$ cat config.mk
export PLATFORM = sky130hd
export DESIGN_NAME = stopwatch_core
export DESIGN_NICKNAME = d
export VERILOG_FILES = /design/src/rtl/stopwatch_core.sv
export SDC_FILE = /design/constraint.sdc
export NUM_CORES = 1
export LEC_CHECK = 0
export ABC_AREA = 1
export CAP_MARGIN = 20
export CORE_UTILIZATION = 33
export CTS_BUF_LIST = sky130_fd_sc_hd__clkbuf_4 sky130_fd_sc_hd__clkbuf_8
export CTS_CLUSTER_SIZE = 40
export DETAILED_ROUTE_END_ITERATION = 7
export SETUP_SLACK_MARGIN = 0.05
export SYNTH_ARGS = -nofsm -noshare
export SYNTH_HDL_FRONTEND = slang
export SYNTH_SLANG_ARGS = --single-unit
$ cat constraint.sdc
create_clock -name clk -period 1.7 [get_ports clk]
set_clock_uncertainty 0.05 [all_clocks]
set_input_delay 0.425 -clock clk [delete_from_list [all_inputs] [get_ports clk]]
set_output_delay 0.425 -clock clk [all_outputs]
set_load 0.05 [all_outputs]
$ cat src/rtl/stopwatch_core.sv
// stopwatch_core: MM:SS.CC count-up timer with lap capture, countdown with minute/second preset.
// Optional alarm output is built in when STOPWATCH_ALARM_EN is defined.
module stopwatch_core #(
  parameter int unsigned TICK_DIV = 1
`ifdef STOPWATCH_ALARM_EN
  ,
  parameter int unsigned ALARM_LEN = 200
`endif
) (
  input  logic       clk,
  input  logic       rst_n,
  input  logic       s0_rst,
  input  logic       s1_start,
  input  logic       s2_stop,
  input  logic       s3_lap,
  input  logic       s4_view,
  input  logic       sw7_cd,
  output logic [5:0] disp_min,
  output logic [5:0] disp_sec,
  output logic [6:0] disp_cs,
  output logic       running,
  output logic       view_lap,
  output logic       lap_valid,
  output logic       ovf,
`ifdef STOPWATCH_ALARM_EN
  output logic       alarm,
`endif
  output logic       cd_done
);

  localparam int unsigned MIN_W = 6;
  localparam int unsigned SEC_W = 6;
  localparam int unsigned CS_W  = 7;
  localparam int unsigned DIV_W = 16;

  localparam logic [DIV_W-1:0] DIV_LAST = DIV_W'(TICK_DIV - 1);

  typedef enum logic [1:0] {
    ST_IDLE  = 2'd0,
    ST_RUN   = 2'd1,
    ST_PAUSE = 2'd2,
    ST_DONE  = 2'd3
  } state_t;

  typedef struct packed {
    logic [MIN_W-1:0] mm;
    logic [SEC_W-1:0] ss;
    logic [CS_W-1:0]  cs;
  } tval_t;

  localparam tval_t T_MAX = '{mm: 6'd59, ss: 6'd59, cs: 7'd99};
  localparam tval_t T_ONE = '{mm: 6'd0,  ss: 6'd0,  cs: 7'd1};

  // Count-up step with carry chain; 59:59.99 wraps to 00:00.00
  function automatic tval_t f_inc(input tval_t t);
    tval_t r;
    r = t;
    if (t.cs != 7'd99) begin
      r.cs = t.cs + 7'd1;
    end else begin
      r.cs = 7'd0;
      if (t.ss != 6'd59) begin
        r.ss = t.ss + 6'd1;
      end else begin
        r.ss = 6'd0;
        r.mm = (t.mm == 6'd59) ? 6'd0 : t.mm + 6'd1;
      end
    end
    return r;
  endfunction

  // Countdown step with borrow chain; never called on 00:00.00
  function automatic tval_t f_dec(input tval_t t);
    tval_t r;
    r = t;
    if (t.cs != 7'd0) begin
      r.cs = t.cs - 7'd1;
    end else begin
      r.cs = 7'd99;
      if (t.ss != 6'd0) begin
        r.ss = t.ss - 6'd1;
      end else begin
        r.ss = 6'd59;
        r.mm = t.mm - 6'd1;
      end
    end
    return r;
  endfunction

  state_t           r_state, w_state;
  logic             r_mode, w_mode;
  tval_t            r_live, w_live;
  tval_t            r_lap, w_lap;
  tval_t            r_disp, w_disp;
  logic [MIN_W-1:0] r_pre_min, w_pre_min;
  logic [SEC_W-1:0] r_pre_sec, w_pre_sec;
  logic             r_lap_valid, w_lap_valid;
  logic             r_view, w_view;
  logic             r_ovf, w_ovf;
  logic             r_cd_done, w_cd_done;
  logic             r_running, w_running;
  logic [DIV_W-1:0] r_div, w_div;
  logic             w_pre_zero;

`ifdef STOPWATCH_ALARM_EN
  localparam int unsigned ALM_W = 16;
  logic             r_alarm, w_alarm;
  logic [ALM_W-1:0] r_alarm_cnt, w_alarm_cnt;
`endif

  assign w_pre_zero = (r_pre_min == 6'd0) && (r_pre_sec == 6'd0);

  // Next-state: divider/tick first, then the single highest-priority pulse
  always_comb begin
    w_state     = r_state;
    w_mode      = (r_state == ST_IDLE) ? sw7_cd : r_mode;
    w_live      = r_live;
    w_lap       = r_lap;
    w_pre_min   = r_pre_min;
    w_pre_sec   = r_pre_sec;
    w_lap_valid = r_lap_valid;
    w_view      = r_view;
    w_ovf       = r_ovf;
    w_div       = r_div;
    w_cd_done   = 1'b0;
`ifdef STOPWATCH_ALARM_EN
    w_alarm     = r_alarm;
    w_alarm_cnt = r_alarm_cnt;
`endif

    if (r_state == ST_RUN && !s0_rst && !s2_stop) begin
      if (r_div == DIV_LAST) begin
        w_div = '0;
        if (!r_mode) begin
          w_live = f_inc(r_live);
          if (r_live == T_MAX) w_ovf = 1'b1;
        end else begin
          w_live = f_dec(r_live);
          if (r_live == T_ONE) begin
            w_state   = ST_DONE;
            w_cd_done = 1'b1;
          end
        end
      end else begin
        w_div = r_div + DIV_W'(1);
      end
    end

`ifdef STOPWATCH_ALARM_EN
    // Alarm length is counted in centisecond ticks on the shared divider
    if (r_state == ST_DONE && r_alarm) begin
      if (r_div == DIV_LAST) begin
        w_div = '0;
        if (r_alarm_cnt == ALM_W'(ALARM_LEN - 1)) w_alarm = 1'b0;
        else w_alarm_cnt = r_alarm_cnt + ALM_W'(1);
      end else begin
        w_div = r_div + DIV_W'(1);
      end
    end
    if (w_cd_done) begin
      w_alarm     = 1'b1;
      w_alarm_cnt = '0;
    end
`endif

    if (s0_rst) begin
      w_state     = ST_IDLE;
      w_live      = '0;
      w_lap       = '0;
      w_pre_min   = '0;
      w_pre_sec   = '0;
      w_lap_valid = 1'b0;
      w_view      = 1'b0;
      w_ovf       = 1'b0;
      w_div       = '0;
      w_cd_done   = 1'b0;
`ifdef STOPWATCH_ALARM_EN
      w_alarm     = 1'b0;
      w_alarm_cnt = '0;
`endif
    end else if (s2_stop) begin
      if (r_state == ST_RUN) w_state = ST_PAUSE;
    end else if (s1_start) begin
      if (r_state == ST_IDLE && !(r_mode && w_pre_zero)) begin
        w_state = ST_RUN;
        w_div   = '0;
        if (r_mode) w_live = tval_t'({r_pre_min, r_pre_sec, 7'd0});
      end else if (r_state == ST_PAUSE) begin
        w_state = ST_RUN;
      end
    end else if (s3_lap) begin
      if (!r_mode && r_state == ST_RUN) begin
        w_lap       = r_live;
        w_lap_valid = 1'b1;
      end else if (r_mode && r_state == ST_IDLE) begin
        w_pre_min = (r_pre_min == 6'd59) ? 6'd0 : r_pre_min + 6'd1;
        w_live    = tval_t'({w_pre_min, r_pre_sec, 7'd0});
      end
    end else if (s4_view) begin
      if (!r_mode) begin
        if (r_lap_valid) w_view = ~r_view;
      end else if (r_state == ST_IDLE) begin
        w_pre_sec = (r_pre_sec == 6'd59) ? 6'd0 : r_pre_sec + 6'd1;
        w_live    = tval_t'({r_pre_min, w_pre_sec, 7'd0});
      end
    end

    if (w_mode) w_view = 1'b0;
    w_disp    = w_view ? w_lap : w_live;
    w_running = (w_state == ST_RUN);
  end

  always_ff @(posedge clk or negedge rst_n) begin
    if (!rst_n) begin
      r_state     <= ST_IDLE;
      r_mode      <= 1'b0;
      r_live      <= '0;
      r_lap       <= '0;
      r_disp      <= '0;
      r_pre_min   <= '0;
      r_pre_sec   <= '0;
      r_lap_valid <= 1'b0;
      r_view      <= 1'b0;
      r_ovf       <= 1'b0;
      r_cd_done   <= 1'b0;
      r_running   <= 1'b0;
      r_div       <= '0;
`ifdef STOPWATCH_ALARM_EN
      r_alarm     <= 1'b0;
      r_alarm_cnt <= '0;
`endif
    end else begin
      r_state     <= w_state;
      r_mode      <= w_mode;
      r_live      <= w_live;
      r_lap       <= w_lap;
      r_disp      <= w_disp;
      r_pre_min   <= w_pre_min;
      r_pre_sec   <= w_pre_sec;
      r_lap_valid <= w_lap_valid;
      r_view      <= w_view;
      r_ovf       <= w_ovf;
      r_cd_done   <= w_cd_done;
      r_running   <= w_running;
      r_div       <= w_div;
`ifdef STOPWATCH_ALARM_EN
      r_alarm     <= w_alarm;
      r_alarm_cnt <= w_alarm_cnt;
`endif
    end
  end

  assign disp_min  = r_disp.mm;
  assign disp_sec  = r_disp.ss;
  assign disp_cs   = r_disp.cs;
  assign running   = r_running;
  assign view_lap  = r_view;
  assign lap_valid = r_lap_valid;
  assign ovf       = r_ovf;
  assign cd_done   = r_cd_done;
`ifdef STOPWATCH_ALARM_EN
  assign alarm     = r_alarm;
`endif

endmodule

==> impl_results.rst <==
.. list-table::
   :header-rows: 1

   * - Metric
     - Value
   * - Status
     - complete, but fails checks
   * - Failing checks
     - setup timing
   * - Die boundary height
     - ~140 µm
   * - TritonCTS clock tree
     - done
   * - Number of placement rows
     - 49
   * - Library cell occupying the most area in the post-synthesis netlist
     - sky130_fd_sc_hd__dfrtp_1
   * - Data required time at the worst endpoint
     - 1.94 ns
   * - Syn nets
     - roughly 900
   * - Relative max-transition margin
     - about three fifths
   * - Final critical path time including I/O delays and setup
     - roughly 1.9 ns
   * - Mapped Cells
     - between 800 and 900
   * - Standard cell with the maximum stage delay on the critical path
     - sky130_fd_sc_hd__dfrtp_1
   * - Pwr Density
     - about 630 mW/mm²
   * - Slowest stage delay, CP
     - approximately 0.4 ns
   * - Sequential power share
     - 38.4%
   * - Number of nets with antenna violations after detailed routing
     - 0
   * - Synth warnings
     - 0
   * - Routed length per instance
     - about 16 µm
   * - Average cell area after synthesis
     - about 7.2 µm²
   * - Cell Chain, Critical Path
     - inv_1 -> ha_1 -> nand4_1 -> nor2_2 -> nand3_4 -> buf_12 -> buf_16 -> nand2_1 -> a21boi_1 -> nand2_1 -> and2_1
   * - Proportion of power drawn by combinational gates
     - 38.9%
   * - Switching Fraction
     - 37.3%
   * - Top cells by count, synth
     - sky130_fd_sc_hd__nand2_1, sky130_fd_sc_hd__dfrtp_1, sky130_fd_sc_hd__nand3_1
   * - Primary flip-flop cell chosen by synthesis mapping
     - sky130_fd_sc_hd__dfrtp_1
   * - Port bufs
     - 31
   * - NetSw
     - 2.37 mW
   * - Global route total overflow
     - 0
   * - RSZ-0062 raised after global routing
     - yes
   * - Kind of capture point of the worst setup path
     - flip-flop
   * - Count of pins on the block boundary
     - 32
   * - Fraction of synthesis flops using an asynchronous set or reset pin
     - 100%
   * - WL final
     - 21,500 µm
   * - Crit path DAT
     - ~2.2 ns
   * - CTS Root Cell
     - sky130_fd_sc_hd__clkbuf_8
   * - Vias in the first global route
     - roughly 6,500
   * - Fraction of power consumed by the clock network
     - about 23%
   * - Most common cell type on the critical path
     - sky130_fd_sc_hd__nand2_1
   * - Number of enable flip-flop cells after synthesis
     - 0
   * - Leading post-synthesis cells by cell area
     - sky130_fd_sc_hd__dfrtp_1, sky130_fd_sc_hd__nand2_1, sky130_fd_sc_hd__nand3_1
   * - Worst-Margin Slew
     - approximately 0.57 ns
   * - Maximum frequency from static timing analysis
     - between 0.5 and 0.6 GHz
   * - Core utilization of the finished layout
     - about 56%
   * - Post-route insts no fill
     - 1,337
   * - Number of sinks handled by clock tree synthesis
     - 93
   * - Internal cell power
     - around 4 mW
   * - Later-pin clock latency in the skew report
     - ~0.40 ns
   * - Proportion of layout cells with a drive suffix above 1
     - between 40% and 50%
   * - Worst-path maximum fanout
     - 6
   * - Num CTS Buffers
     - 9
   * - Most common cell in the synthesized netlist
     - sky130_fd_sc_hd__nand2_1
   * - Layout overhead on the synthesized area
     - 63.8%
   * - Combined area of all synthesized cells
     - 0.00619 mm²
   * - Wire length of the first global-routing pass
     - 33,100 µm
   * - IR Drop Worst-Case VDD
     - around 0.46 mV
   * - Die Span X
     - between 100 and 150 µm
   * - Total track usage
     - between 20% and 30%
   * - Post-layout net count
     - ~1,100
   * - Sequential-to-total area share from yosys stat
     - between 30% and 40%
   * - TritonRoute pass-1 iters
     - 7
   * - CP delay by family, top
     - simple AND/OR/NAND/NOR gates
   * - Initial core utilization
     - between 30% and 40%
   * - Max-slew violation count
     - 0
   * - Number of vias after detailed routing
     - ~6,800
   * - DRC violation total after the first TritonRoute iteration
     - 391
   * - Synth Register Bits
     - 93
   * - Clock slew at the register clock pins of the worst setup and hold paths
     - approximately 0.1 ns
   * - Antenna Diode Count
     - 0
   * - Crit path setup slack, layout
     - -0.221 ns
   * - Ratio of final minimum period to clock period
     - 113%
   * - Count of maximum capacitance violations
     - 0
   * - Global placer's final weighted congestion
     - 0.879
   * - Area of the core
     - about 0.018 mm²
   * - Number of H-tree branching levels
     - 3
   * - Mean number of vias per cell
     - between 5 and 6
   * - Post-synth cell types
     - 44
   * - Number of antenna violations at the first check in global routing
     - 0
   * - Static power due to leakage
     - ~4.9 nW
   * - Critical setup path kind
     - flip-flop to flip-flop
   * - Die area
     - between 0.015 and 0.02 mm²
   * - Pin count of the biggest net entering global routing
     - 35
   * - Count of endpoints failing setup in the final report
     - 52
   * - Maximum clock path buffer count
     - 2
   * - Number of buffer and inverter stages on the critical path
     - 3
   * - Share of the synthesized area in the top cell type
     - a little under two fifths
   * - Path category of the worst min-delay check
     - input port to async pin
   * - Final Hold Vio Count
     - 0
   * - Startpoint kind of the worst setup timing path
     - flip-flop
   * - HPWL reported at the end of detailed placement
     - roughly 14,000 µm
   * - Residual DRC count
     - 0
   * - Placed cell count
     - approximately 1,300
## repair_timing
item	CTS	global route
endpoints found under the hold margin	15	0
gates cloned	4	2
setup buffers	35	19
pin swaps	44	52
setup endpoints to repair	79	89
gates resized for setup	152	144
hold buffers	1	0
## layout make-up
cell class | count | area, µm²
Tap cell | 229 | 287
Sequential cell | 93 | 2330
Multi-Input combinational cell | 639 | 4190
Timing Repair Buffer | 268 | 2770
Inverter | 92 | 385
Clock buffer | 10 | 138
Clock inverter | 6 | 38.8
Fill cell | 1610 | 8010
## cell usage in the layout (no fill, tap or decap), drive strengths merged, types with 3 or more instances in the layout
master / n
xnor2: 4
a21oi: 56
clkbuf: 12
nand3: 87
nor3b: 3
inv: 91
nor2: 91
a21boi: 13
buf: 259
dfrtp: 93
clkdlybuf4s50: 4
nand2: 228
o211ai: 5
nor4: 5
o21ai: 63
o31ai: 4
xor2: 12
nor3: 17
nand4: 23
ha: 14
clkinv: 5
and2: 6
## power by group through the flow
stage | combinational [mW] | clock, mW | sequential (mW)
2_1_floorplan | 0.959 | 0 | 2.58
3_3_place_gp | 1.94 | 0 | 2.47
3_5_place_dp | 1.96 | 0 | 2.47
4_1_cts | 2.25 | 1.46 | 2.43
5_1_grt | 2.66 | 1.55 | 2.45
6_report | 2.47 | 1.44 | 2.44
## path summary, 6_finish.rpt
| path | startpoint | end | slack [ns] | cells past startpoint |
|---|---|---|---|---|
| max in group asynchronous | rst_n | r_live[8] | 0.72 | 3 |
| worst max register to register | r_div[0] | r_live[11] | -0.22 | 11 |
| worst min register to register | r_lap[5] | r_lap[5] | 0.51 | 2 |
| worst max-delay path | r_div[0] | r_live[11] | -0.22 | 11 |
| min in group clk | r_lap[5] | r_lap[5] | 0.51 | 2 |
| worst min-delay path | rst_n | view_lap | 0.39 | 2 |
## sequential cells by signal, summed over array words and instances, names as in the netlist, 2 cells and up
name and cells:
r_lap 19, r_live 19, r_div 16, disp_cs 7, disp_min 6, disp_sec 6, r_pre_min 6, r_pre_sec 6
r_state 2
## worst register-to-register path, delay by kind of cell, from the launching register on
| family | cells | cell delay (ns) |
|---|---|---|
| buffers and inverters | 3 | 0.36 |
| AO/OA/AOI/OAI | 1 | 0.15 |
| adder cells (fa/ha/maj) | 1 | 0.16 |
| flip-flops | 1 | 0.39 |
| AND/OR/NAND/NOR | 6 | 0.71 |
## routing by layer
metal	vias to the layer above	global-route usage, %	wire, µm
li1	3304	-	-
met2	166	37.4	10700
met4	0	9.53	643
met1	3247	27.4	9330
met5	-	0	0
met3	50	2.73	863
## per-stage QoR
step	setup slack [ns]	instance area (µm²)	hold slack (ns)	TNS, ns	total power [mW]
floorplan	0.00104	6230	0.0794	0	3.54
global placement	-0.556	8310	0.272	-36.95	4.41
detailed placement	-0.596	8310	0.274	-39.29	4.43
CTS	-0.178	9500	0.394	-5.70	6.14
global route	-0.335	10100	0.427	-11.99	6.65
finish	-0.221	10100	0.388	-5.78	6.35
## kinds of logic after synthesis
| logic type | count (synthesis) | share of synthesized area, % |
|---|---|---|
| AO/OA/AOI/OAI | 145 | 13.1 |
| AND/OR/NAND/NOR | 463 | 34.8 |
| adder cells (fa/ha/maj) | 14 | 2.83 |
| XOR/XNOR | 16 | 2.26 |
| buffers and inverters | 125 | 9.40 |
| flip-flops | 93 | 37.6 |
Power figures use the tool's default switching activity.
